<file path="config.mk">
export PLATFORM = sky130hd
export DESIGN_NAME = pipeline_hazard_ctrl
export DESIGN_NICKNAME = d
export VERILOG_FILES = /design/src/rtl/cpu_pkg.sv /design/src/rtl/pipeline_hazard_ctrl_fwd_unit.sv /design/src/rtl/pipeline_hazard_ctrl.sv
export SDC_FILE = /design/constraint.sdc
export NUM_CORES = 1
export LEC_CHECK = 0
export CELL_PAD_IN_SITES_DETAIL_PLACEMENT = 0
export CELL_PAD_IN_SITES_GLOBAL_PLACEMENT = 1
export CORE_MARGIN = 1
export CORE_UTILIZATION = 40
export CTS_CLUSTER_SIZE = 20
export DETAILED_ROUTE_END_ITERATION = 10
export DONT_BUFFER_PORTS = 1
export HOLD_SLACK_MARGIN = 0.12
export PLACE_DENSITY_LB_ADDON = 0.08
export SYNTH_ARGS = -nofsm -noshare
export SYNTH_HDL_FRONTEND = slang
export SYNTH_SLANG_ARGS = --single-unit
</file>
<file path="constraint.sdc">
create_clock -name clk -period 3 [get_ports clk]
set_input_delay 0.75 -clock clk [delete_from_list [all_inputs] [get_ports clk]]
set_output_delay 0.75 -clock clk [all_outputs]
set_load 0.01 [all_outputs]
</file>
<file path="src/rtl/cpu_pkg.sv">
// Shared definitions for the 8-bit 5-stage pipeline: opcodes, operand-use
// decode helpers, hazard FSM state type and forward-select encodings.
// Imported by pipeline_hazard_ctrl and fwd_unit.
package cpu_pkg;

  localparam logic [4:0] OP_NOP   = 5'h00;
  localparam logic [4:0] OP_ADD   = 5'h01;
  localparam logic [4:0] OP_MUL   = 5'h0C;
  localparam logic [4:0] OP_LOAD  = 5'h10;
  localparam logic [4:0] OP_STORE = 5'h11;
  localparam logic [4:0] OP_BEQ   = 5'h15;

  localparam logic [1:0] FWD_RF    = 2'b00;
  localparam logic [1:0] FWD_EXMEM = 2'b01;
  localparam logic [1:0] FWD_MEMWB = 2'b10;

  typedef enum logic {
    ST_RUN   = 1'b0,
    ST_MULTI = 1'b1
  } hz_state_e;

  // Every opcode except NOP reads rs1 (loads/stores use it as the base).
  function automatic logic uses_rs1(input logic [4:0] op);
    return (op != OP_NOP);
  endfunction

  // Loads only read the base register; NOP reads nothing.
  function automatic logic uses_rs2(input logic [4:0] op);
    return (op != OP_NOP) && (op != OP_LOAD);
  endfunction

endpackage

</file>
<file path="src/rtl/pipeline_hazard_ctrl_fwd_unit.sv">
// EX-stage operand forwarding select: purely combinational.
// Ports: ex_rs1_i/ex_rs2_i sources, mem_*/wb_* destination info in,
// fwd_a_o/fwd_b_o selects out (EX/MEM beats MEM/WB, default register file).
module fwd_unit
  import cpu_pkg::*;
(
  input  logic [2:0] ex_rs1_i,
  input  logic [2:0] ex_rs2_i,
  input  logic [2:0] mem_rd_i,
  input  logic       mem_reg_write_i,
  input  logic [2:0] wb_rd_i,
  input  logic       wb_reg_write_i,
  output logic [1:0] fwd_a_o,
  output logic [1:0] fwd_b_o
);

  function automatic logic [1:0] sel(input logic [2:0] rs);
    if (mem_reg_write_i && (mem_rd_i == rs))     return FWD_EXMEM;
    else if (wb_reg_write_i && (wb_rd_i == rs))  return FWD_MEMWB;
    else                                         return FWD_RF;
  endfunction

  assign fwd_a_o = sel(ex_rs1_i);
  assign fwd_b_o = sel(ex_rs2_i);

endmodule

</file>
<file path="src/rtl/pipeline_hazard_ctrl.sv">
// Hazard/sequencing controller: PC/IF-ID/ID-EX enables and flushes for
// load-use, taken branch and multi-cycle MUL, plus forwarding selects and a
// saturating stall counter. Macro HAZARD_FWD_EN enables forwarding; without it
// every RAW dependency on EX/MEM/WB stalls instead. Outputs are combinational.
module pipeline_hazard_ctrl
  import cpu_pkg::*;
#(
  parameter int MUL_CYCLES  = 4,
  parameter int STALL_CNT_W = 16
) (
  input  logic                   clk,
  input  logic                   rst,
  input  logic [4:0]             id_opcode,
  input  logic                   id_addressing_mode,
  input  logic [2:0]             id_rs1,
  input  logic [2:0]             id_rs2,
  input  logic [4:0]             ex_opcode,
  input  logic [2:0]             ex_rd,
  input  logic [2:0]             ex_rs1,
  input  logic [2:0]             ex_rs2,
  input  logic                   ex_reg_write,
  input  logic                   ex_branch_taken,
  input  logic [2:0]             mem_rd,
  input  logic                   mem_reg_write,
  input  logic [2:0]             wb_rd,
  input  logic                   wb_reg_write,
  output logic                   pc_en,
  output logic                   pc_load,
  output logic                   if_id_en,
  output logic                   id_ex_en,
  output logic                   if_id_flush,
  output logic                   id_ex_flush,
  output logic                   ex_mem_bubble,
  output logic                   mul_busy,
  output logic [1:0]             fwd_a,
  output logic [1:0]             fwd_b,
  output logic [STALL_CNT_W-1:0] stall_count
);

  // Entry cycle is spent in RUN, so MULTI lasts MUL_CYCLES-1 cycles.
  localparam logic [2:0] MCNT_INIT = 3'(MUL_CYCLES - 2);

  hz_state_e              state_q, state_d;
  logic [2:0]             mcnt_q, mcnt_d;
  logic [STALL_CNT_W-1:0] stall_q;

  logic rs1_used, rs2_used;
  logic match_ex, load_use, raw_stall;
  logic [1:0] fwd_a_raw, fwd_b_raw;

  assign rs1_used = uses_rs1(id_opcode);
  assign rs2_used = uses_rs2(id_opcode) && !id_addressing_mode;
  assign match_ex = (rs1_used && (id_rs1 == ex_rd)) || (rs2_used && (id_rs2 == ex_rd));
  assign load_use = (ex_opcode == OP_LOAD) && match_ex;

`ifdef HAZARD_FWD_EN
  assign raw_stall = 1'b0;

  fwd_unit u_fwd (
    .ex_rs1_i        (ex_rs1),
    .ex_rs2_i        (ex_rs2),
    .mem_rd_i        (mem_rd),
    .mem_reg_write_i (mem_reg_write),
    .wb_rd_i         (wb_rd),
    .wb_reg_write_i  (wb_reg_write),
    .fwd_a_o         (fwd_a_raw),
    .fwd_b_o         (fwd_b_raw)
  );
`else
  logic match_mem, match_wb;
  logic unused_ex_srcs;

  assign match_mem = (rs1_used && (id_rs1 == mem_rd)) || (rs2_used && (id_rs2 == mem_rd));
  assign match_wb  = (rs1_used && (id_rs1 == wb_rd))  || (rs2_used && (id_rs2 == wb_rd));
  // Any in-flight producer of a used source blocks ID; this also covers load-use.
  assign raw_stall = (match_ex  && ex_reg_write)  ||
                     (match_mem && mem_reg_write) ||
                     (match_wb  && wb_reg_write);
  assign fwd_a_raw = FWD_RF;
  assign fwd_b_raw = FWD_RF;
  // EX source fields only matter when forwarding exists.
  assign unused_ex_srcs = ^{ex_rs1, ex_rs2};
`endif

  // Output decode: reset > MULTI > branch > MUL entry > load-use/RAW > idle.
  always_comb begin
    pc_en         = 1'b1;
    pc_load       = 1'b0;
    if_id_en      = 1'b1;
    id_ex_en      = 1'b1;
    if_id_flush   = 1'b0;
    id_ex_flush   = 1'b0;
    ex_mem_bubble = 1'b0;
    mul_busy      = 1'b0;
    fwd_a         = fwd_a_raw;
    fwd_b         = fwd_b_raw;
    if (!rst) begin
      pc_en       = 1'b0;
      if_id_en    = 1'b0;
      id_ex_en    = 1'b0;
      if_id_flush = 1'b1;
      id_ex_flush = 1'b1;
      fwd_a       = FWD_RF;
      fwd_b       = FWD_RF;
    end else if (state_q == ST_MULTI) begin
      // EX holds the MUL, so a taken-branch flag here is stale and ignored.
      pc_en         = 1'b0;
      if_id_en      = 1'b0;
      id_ex_en      = 1'b0;
      ex_mem_bubble = 1'b1;
      mul_busy      = 1'b1;
    end else if (ex_branch_taken) begin
      pc_load     = 1'b1;
      if_id_flush = 1'b1;
      id_ex_flush = 1'b1;
    end else if (ex_opcode == OP_MUL) begin
      pc_en         = 1'b0;
      if_id_en      = 1'b0;
      id_ex_en      = 1'b0;
      ex_mem_bubble = 1'b1;
    end else if (load_use || raw_stall) begin
      // ID/EX still captures, but captures a bubble.
      pc_en       = 1'b0;
      if_id_en    = 1'b0;
      id_ex_flush = 1'b1;
    end
  end

  always_comb begin
    state_d = state_q;
    mcnt_d  = mcnt_q;
    if (state_q == ST_MULTI) begin
      if (mcnt_q == 3'd0) state_d = ST_RUN;
      else                mcnt_d  = mcnt_q - 3'd1;
    end else if (!ex_branch_taken && (ex_opcode == OP_MUL)) begin
      state_d = ST_MULTI;
      mcnt_d  = MCNT_INIT;
    end
  end

  always_ff @(posedge clk or negedge rst) begin
    if (!rst) begin
      state_q <= ST_RUN;
      mcnt_q  <= 3'd0;
      stall_q <= '0;
    end else begin
      state_q <= state_d;
      mcnt_q  <= mcnt_d;
      if (!pc_en && (stall_q != {STALL_CNT_W{1'b1}}))
        stall_q <= stall_q + 1'b1;
    end
  end

  assign stall_count = stall_q;

endmodule

</file>
# Word-level counts from Yosys, hierarchy flattened
# Cells that the tools add are included.
op_classes:
  n_addsub: 2
  n_eq_ne: 11
  muxes: 30
  n_reduce_logical: 27
ops:
  columns: ["operator", "n"]
  rows:
  - ["$mux W1", 27]
  - ["$eq A3 B3 Y1", 6]
  - ["$add A16 B1 Y16 const B", 1]
  - ["$ne A16 B16 Y1 const B", 1]
  - ["$logic_and A1 B1 Y1", 14]
  - ["$mux W3", 3]
  - ["$logic_or A1 B1 Y1", 6]
  - ["$eq A5 B4 Y1 const B", 1]
  - ["$eq A5 B5 Y1 const B", 1]
  - ["$ne A5 B5 Y1 const B", 1]
  - ["$reduce_bool A5 Y1", 1]
  - ["$logic_not A1 Y1", 3]
  - ["$logic_not A3 Y1", 1]
  - ["$sub A3 B1 Y3 const B", 1]
  - ["$ne A2 B2 Y1 const B", 1]
  - ["$reduce_and A2 Y1", 1]
  - ["$reduce_bool A2 Y1", 1]
word_totals:
  register_bits: 20
  elab_cells: 73

# Longest topological paths before layout
depth:
  depth_word: 16
  mapped_depth: 8
  mapped_depth_nobuf: 7

# Worst setup path before layout
# OpenSTA, ideal clock, no wires.
synth_path:
  path_type: "input to output"
  start: "in id_opcode[1]"
  end: "out pc_en"
  arrival_ps: 2261
  required_time_ps: 2250
  path_slack_ps: -11
  stages: 7
  cell_sequence: "or4_4 > o2111ai_2 > o21ai_2 > a211oi_2 > o21ai_0 > inv_1 > buf_4"
synth_between:
  elab_chain_cells: 14
  word_cells_on_any_way: 25
  cone_classes: "eq/ne (1); mux (5); reduce/logical (19)"
synth_lines:
  columns: ["element", "line_no", "text"]
  rows:
  - ["start: declaration", "pipeline_hazard_ctrl.sv:13", "input logic [4:0] id_opcode,"]
  - ["$ne A5 B5 Y1 / $reduce_bool A5 Y1 (equally long branches)", "cpu_pkg.sv:29, cpu_pkg.sv:24", null]
  - ["$logic_and A1 B1 Y1", "cpu_pkg.sv:29", "return (op != OP_NOP) && (op != OP_LOAD);"]
  - ["$logic_and A1 B1 Y1", "pipeline_hazard_ctrl.sv:52", "assign rs2_used = uses_rs2(id_opcode) && !id_addressing_mode;"]
  - ["$logic_and A1 B1 Y1, on equally long branches", "pipeline_hazard_ctrl.sv:53, pipeline_hazard_ctrl.sv:73", null]
  - ["$logic_or A1 B1 Y1, on equally long branches", "pipeline_hazard_ctrl.sv:53, pipeline_hazard_ctrl.sv:73", null]
  - ["$logic_and A1 B1 Y1, on equally long branches", "pipeline_hazard_ctrl.sv:76, pipeline_hazard_ctrl.sv:77", null]
  - ["$logic_or A1 B1 Y1", "pipeline_hazard_ctrl.sv:76", "assign raw_stall = (match_ex && ex_reg_write) ||"]
  - ["$logic_or A1 B1 Y1", "pipeline_hazard_ctrl.sv:77", "(match_mem && mem_reg_write) ||"]
  - ["$logic_or A1 B1 Y1 *", "pipeline_hazard_ctrl.sv:121", "end else if (load_use || raw_stall) begin"]
  - ["$mux W1 * (5 in series)", null, null]
  - ["end: declaration", "pipeline_hazard_ctrl.sv:27", "output logic pc_en,"]
# Every way passes the cells marked *; elsewhere a longest branch is shown, timed or not.

# Final worst setup path
layout_path:
  start: "in id_opcode[1]"
  end: "out id_ex_flush"
layout_between:
  elab_chain_cells: 14
  word_cells_on_any_way: 25
  cone_classes: "eq/ne (1); mux (5); reduce/logical (19)"
layout_lines:
  columns: ["element", "line_no", "text"]
  rows:
  - ["$ne A5 B5 Y1 / $reduce_bool A5 Y1 (equally long branches)", "cpu_pkg.sv:29, cpu_pkg.sv:24", null]
  - ["$logic_and A1 B1 Y1", "cpu_pkg.sv:29", null]
  - ["$logic_and A1 B1 Y1", "pipeline_hazard_ctrl.sv:52", null]
  - ["$logic_and A1 B1 Y1, on equally long branches", "pipeline_hazard_ctrl.sv:53, pipeline_hazard_ctrl.sv:73", null]
  - ["$logic_or A1 B1 Y1, on equally long branches", "pipeline_hazard_ctrl.sv:53, pipeline_hazard_ctrl.sv:73", null]
  - ["$logic_and A1 B1 Y1, on equally long branches", "pipeline_hazard_ctrl.sv:76, pipeline_hazard_ctrl.sv:77", null]
  - ["$logic_or A1 B1 Y1", "pipeline_hazard_ctrl.sv:76", null]
  - ["$logic_or A1 B1 Y1", "pipeline_hazard_ctrl.sv:77", null]
  - ["$logic_or A1 B1 Y1 *", "pipeline_hazard_ctrl.sv:121", null]
  - ["$mux W1 *", "pipeline_hazard_ctrl.sv:121", null]
  - ["$mux W1 *", "pipeline_hazard_ctrl.sv:116", "end else if (ex_opcode == OP_MUL) begin"]
  - ["$mux W1 *", "pipeline_hazard_ctrl.sv:112", "end else if (ex_branch_taken) begin"]
  - ["$mux W1 *", "pipeline_hazard_ctrl.sv:105", "end else if (state_q == ST_MULTI) begin"]
  - ["$mux W1 *", "pipeline_hazard_ctrl.sv:97", "if (!rst) begin"]
  - ["end: declaration", "pipeline_hazard_ctrl.sv:32", "output logic id_ex_flush,"]
# Marked as above.

==> results.py <==
metrics = {
    "final_layout": {
        "nets": 186,
        "num-fill-cells": 320,
        "drive_above_1_share": 0.139,
        "syn_to_final_growth_pct": 7.82,
        "diodes": 0,
        "regArea_um2": 500,
        "post-route-cell-area_mm2": 0.00148,
        "fin_cells": 188,
        "final_core_util": 0.471,
        "multi_input_area_um2": 810,
    },
    "setup_path": {
        "slowest_stage": "or4_4",
        "cp.arrival_ps": 2140,
        "crit_family": "compound AO/OA/AOI/OAI gates",
        "path_class": "in -> out",
        "critPathBufInv": 0,
        "cp_max_fo": 2,
        "critical_path.cell_chain": "or4_4, o2111ai_2, o21ai_2, a2111oi_1, nor2_1",
        "max_stage_delay_ps": 520,
        "worstSetupEndpointType": "primary output",
        "worstPathRequired_ps": 2250,
        "start_kind": "input port",
    },
    "place": {
        "io_buffers": 0,
        "placed_area_mm2": 0.00142,
        "dp_hpwl_mm": 2.36,
        "place_congestion": 0.718,
        "placed_cells": 183,
    },
    "pwr": {
        "p_total_w": 0.00105,
        "seq_power_share": 0.448,
        "internal_power_w": 0.000660,
        "swShare": 0.374,
        "ir_drop_mv": 0.420,
        "power_density_mw_per_mm2": 711,
        "combPwrFrac": 0.343,
        "power.net_switching_w": 0.000394,
        "pwr-share-clk": 0.209,
        "leakage_nw": 0.607,
    },
    "timing": {
        "fmax_mhz": 346,
        "min_period_ps": 2890,
        "clock_skew_ps": 10.6,
        "hold_violations": 0,
        "setup_viol": 0,
        "maxSlewHeadroom": 0.384,
        "drv_slew": 0,
        "rsz0062_at_grt": "no",
        "worstMarginPinSlew_ps": 921,
        "finalCritPeriodShare": 0.963,
        "fin_setup_tns_ps": 0,
    },
    "die": {
        "die_h_um": 60.7,
        "start_util": 0.437,
        "core_area_mm2": 0.00315,
        "dieArea_mm2": 0.00368,
        "io_pins": 66,
        "die_w_um": 60.7,
        "row_count": 20,
    },
    "synthesis": {
        "synth_warnings": 0,
        "syn_inst": 139,
        "ys_types": 39,
        "syn_area_per_cell_um2": 9.90,
        "synth-seq-cells": 20,
        "synth_area_mm2": 0.00138,
        "ys_seq_area_frac": 0.364,
    },
    "route": {
        "vias_per_cell": 5.50,
        "drtAntennaViolNets": 0,
        "first_iter_violations": 28,
        "wire_per_inst_um": 15.4,
        "dr.pass1.iters": 4,
        "wirelength_mm": 2.89,
        "drc": 0,
        "num_vias": 1034,
    },
    "clock_tree": {
        "h-tree-depth": 1,
        "clock-sinks": 20,
        "root_buffer": "clkbuf_4",
        "clock_latency_ps": 300,
        "clockBufferDepth": 2,
        "cts_made_buffers": 3,
        "cts_tree": "built",
        "clk_pin_slew_worst_paths_ps": 110,
    },
    "worst_hold_path": {
        "hold_class": "reg -> reg",
    },
    "grt": {
        "antenna_found_initial": 0,
        "grt_pass1_vias": 1061,
        "grt_max_degree": 21,
        "track_usage": 0.167,
        "gr-total-overflow": 0,
        "grt_pass1_wl_mm": 4.64,
    },
    "run_status": {
        "run_status": "finished, final reports clean",
    },
    "flow_run": {
        "maxCapViolCount": 0,
    },
}
==> registers in the layout, summed over array words and instances (netlist names) <==
register / count
stall_count: 16
state_q: 1
mcnt_q: 3
==> placed cells by master, fill, tap and decap left out, types with 5 or more instances in the layout <==
cell,instances
a21oi_1,5
nor2_1,7
nand4_1,7
xor2_1,10
inv_1,6
nand3_1,8
dfrtp_1,20
xnor2_1,23
==> cell usage after synthesis, drive strengths merged <==
library cell	instances	area [um2]
nand3	8	40.0
a21oi	5	25.0
and2	2	12.5
a211oi	4	40.0
o32ai	1	8.76
and3	4	25.0
nor4b	2	38.8
nor3b	3	27.5
a2111oi	1	8.76
buf	6	48.8
nand4b	1	8.76
clkbuf	1	3.75
xor2	10	87.6
a21o	2	16.3
o31ai	1	7.51
nand2	4	15.0
nor4	2	12.5
a41oi	1	8.76
nor2	8	32.5
o2111ai	1	15.0
or4	2	18.8
nand4	7	43.8
conb	1	3.75
nor3	3	15.0
dfrtp	20	500
ha	3	37.5
inv	7	26.3
xnor2	23	201
nor2b	2	12.5
o21ai	3	18.8
mux2	1	15.0
==> logic make-up after synthesis <==
group | Yosys count | synth area share
and+or+nand+nor | 48 | 0.220
xor gates and xnor gates | 33 | 0.210
DFF | 20 | 0.364
AOI/OAI and AO/OA | 19 | 0.108
buffers and inverters | 14 | 0.0573
adders and majority gates | 3 | 0.0273
other | 1 | 0.00272
muxes | 1 | 0.0109
==> tightest hold or removal path: cells and delay by family (launching register included) <==
family | cells | cell delay, ps
flip-flops | 1 | 340
AO/OA/AOI/OAI | 1 | 90
buffers and inverters | 1 | 50
==> power by group through the flow <==
stage | Sequential (W) | Combinational [W] | Clock (W)
finish | 0.000472 | 0.000362 | 0.000221
global route | 0.000489 | 0.000414 | 0.000241
CTS | 0.000474 | 0.000368 | 0.000228
detailed placement | 0.000481 | 0.000359 | 0
global placement | 0.000476 | 0.000350 | 0
floorplan | 0.000444 | 0.000322 | 0
==> timing repair <==
action                                  CTS  global route
gates resized for setup                   0             2
buffers inserted                          0             0
hold buffers                              1             0
hold endpoints to repair                 20             0
endpoints found under the setup margin    0             3
==> metrics by stage <==
stage | setup WS (ps) | hold WS, ps
finish | 112 | 521
detailed placement | 65.7 | 455
global placement | 24.2 | 455
floorplan | 26.2 | 454
global route | 8.94 | 575
CTS | 61.4 | 529
==> path summary, 6_finish.rpt <==
check                                      startpoint                           to  slack (ps)  cells past startpoint
max                                      id_opcode[1]                  id_ex_flush         110                      5
min                             mcnt_q[2]$_DFFE_PN0P_        mcnt_q[2]$_DFFE_PN0P_         520                      2
max reg2reg                stall_count[3]$_DFFE_PN0P_  stall_count[15]$_DFFE_PN0P_         800                      8
min reg2reg                     mcnt_q[2]$_DFFE_PN0P_        mcnt_q[2]$_DFFE_PN0P_         520                      2
max in group asynchronous                         rst  stall_count[12]$_DFFE_PN0P_        1420                      1
min in group asynchronous                         rst  stall_count[10]$_DFFE_PN0P_        1010                      1
==> area by class of cell <==
| cell class | count | area share |
|---|---|---|
| Multi-Input combinational cell | 108 | 0.546 |
| Sequential cell | 20 | 0.337 |
| Tap cell | 44 | 0.0371 |
| Timing Repair Buffer | 5 | 0.0270 |
| Clock inverter | 1 | 0.0202 |
| Inverter | 7 | 0.0177 |
| Clock buffer | 3 | 0.0152 |
==> per-layer routing <==
metal  wire (um)  up-vias  global-route usage
li1            -      494                   -
met1        1150      503               0.188
met2        1510       37               0.312
met3         221        0              0.0618
met4           0        0             0.00974
met5           0        -                   0
Note: power is estimated with default switching activity, not from simulation.
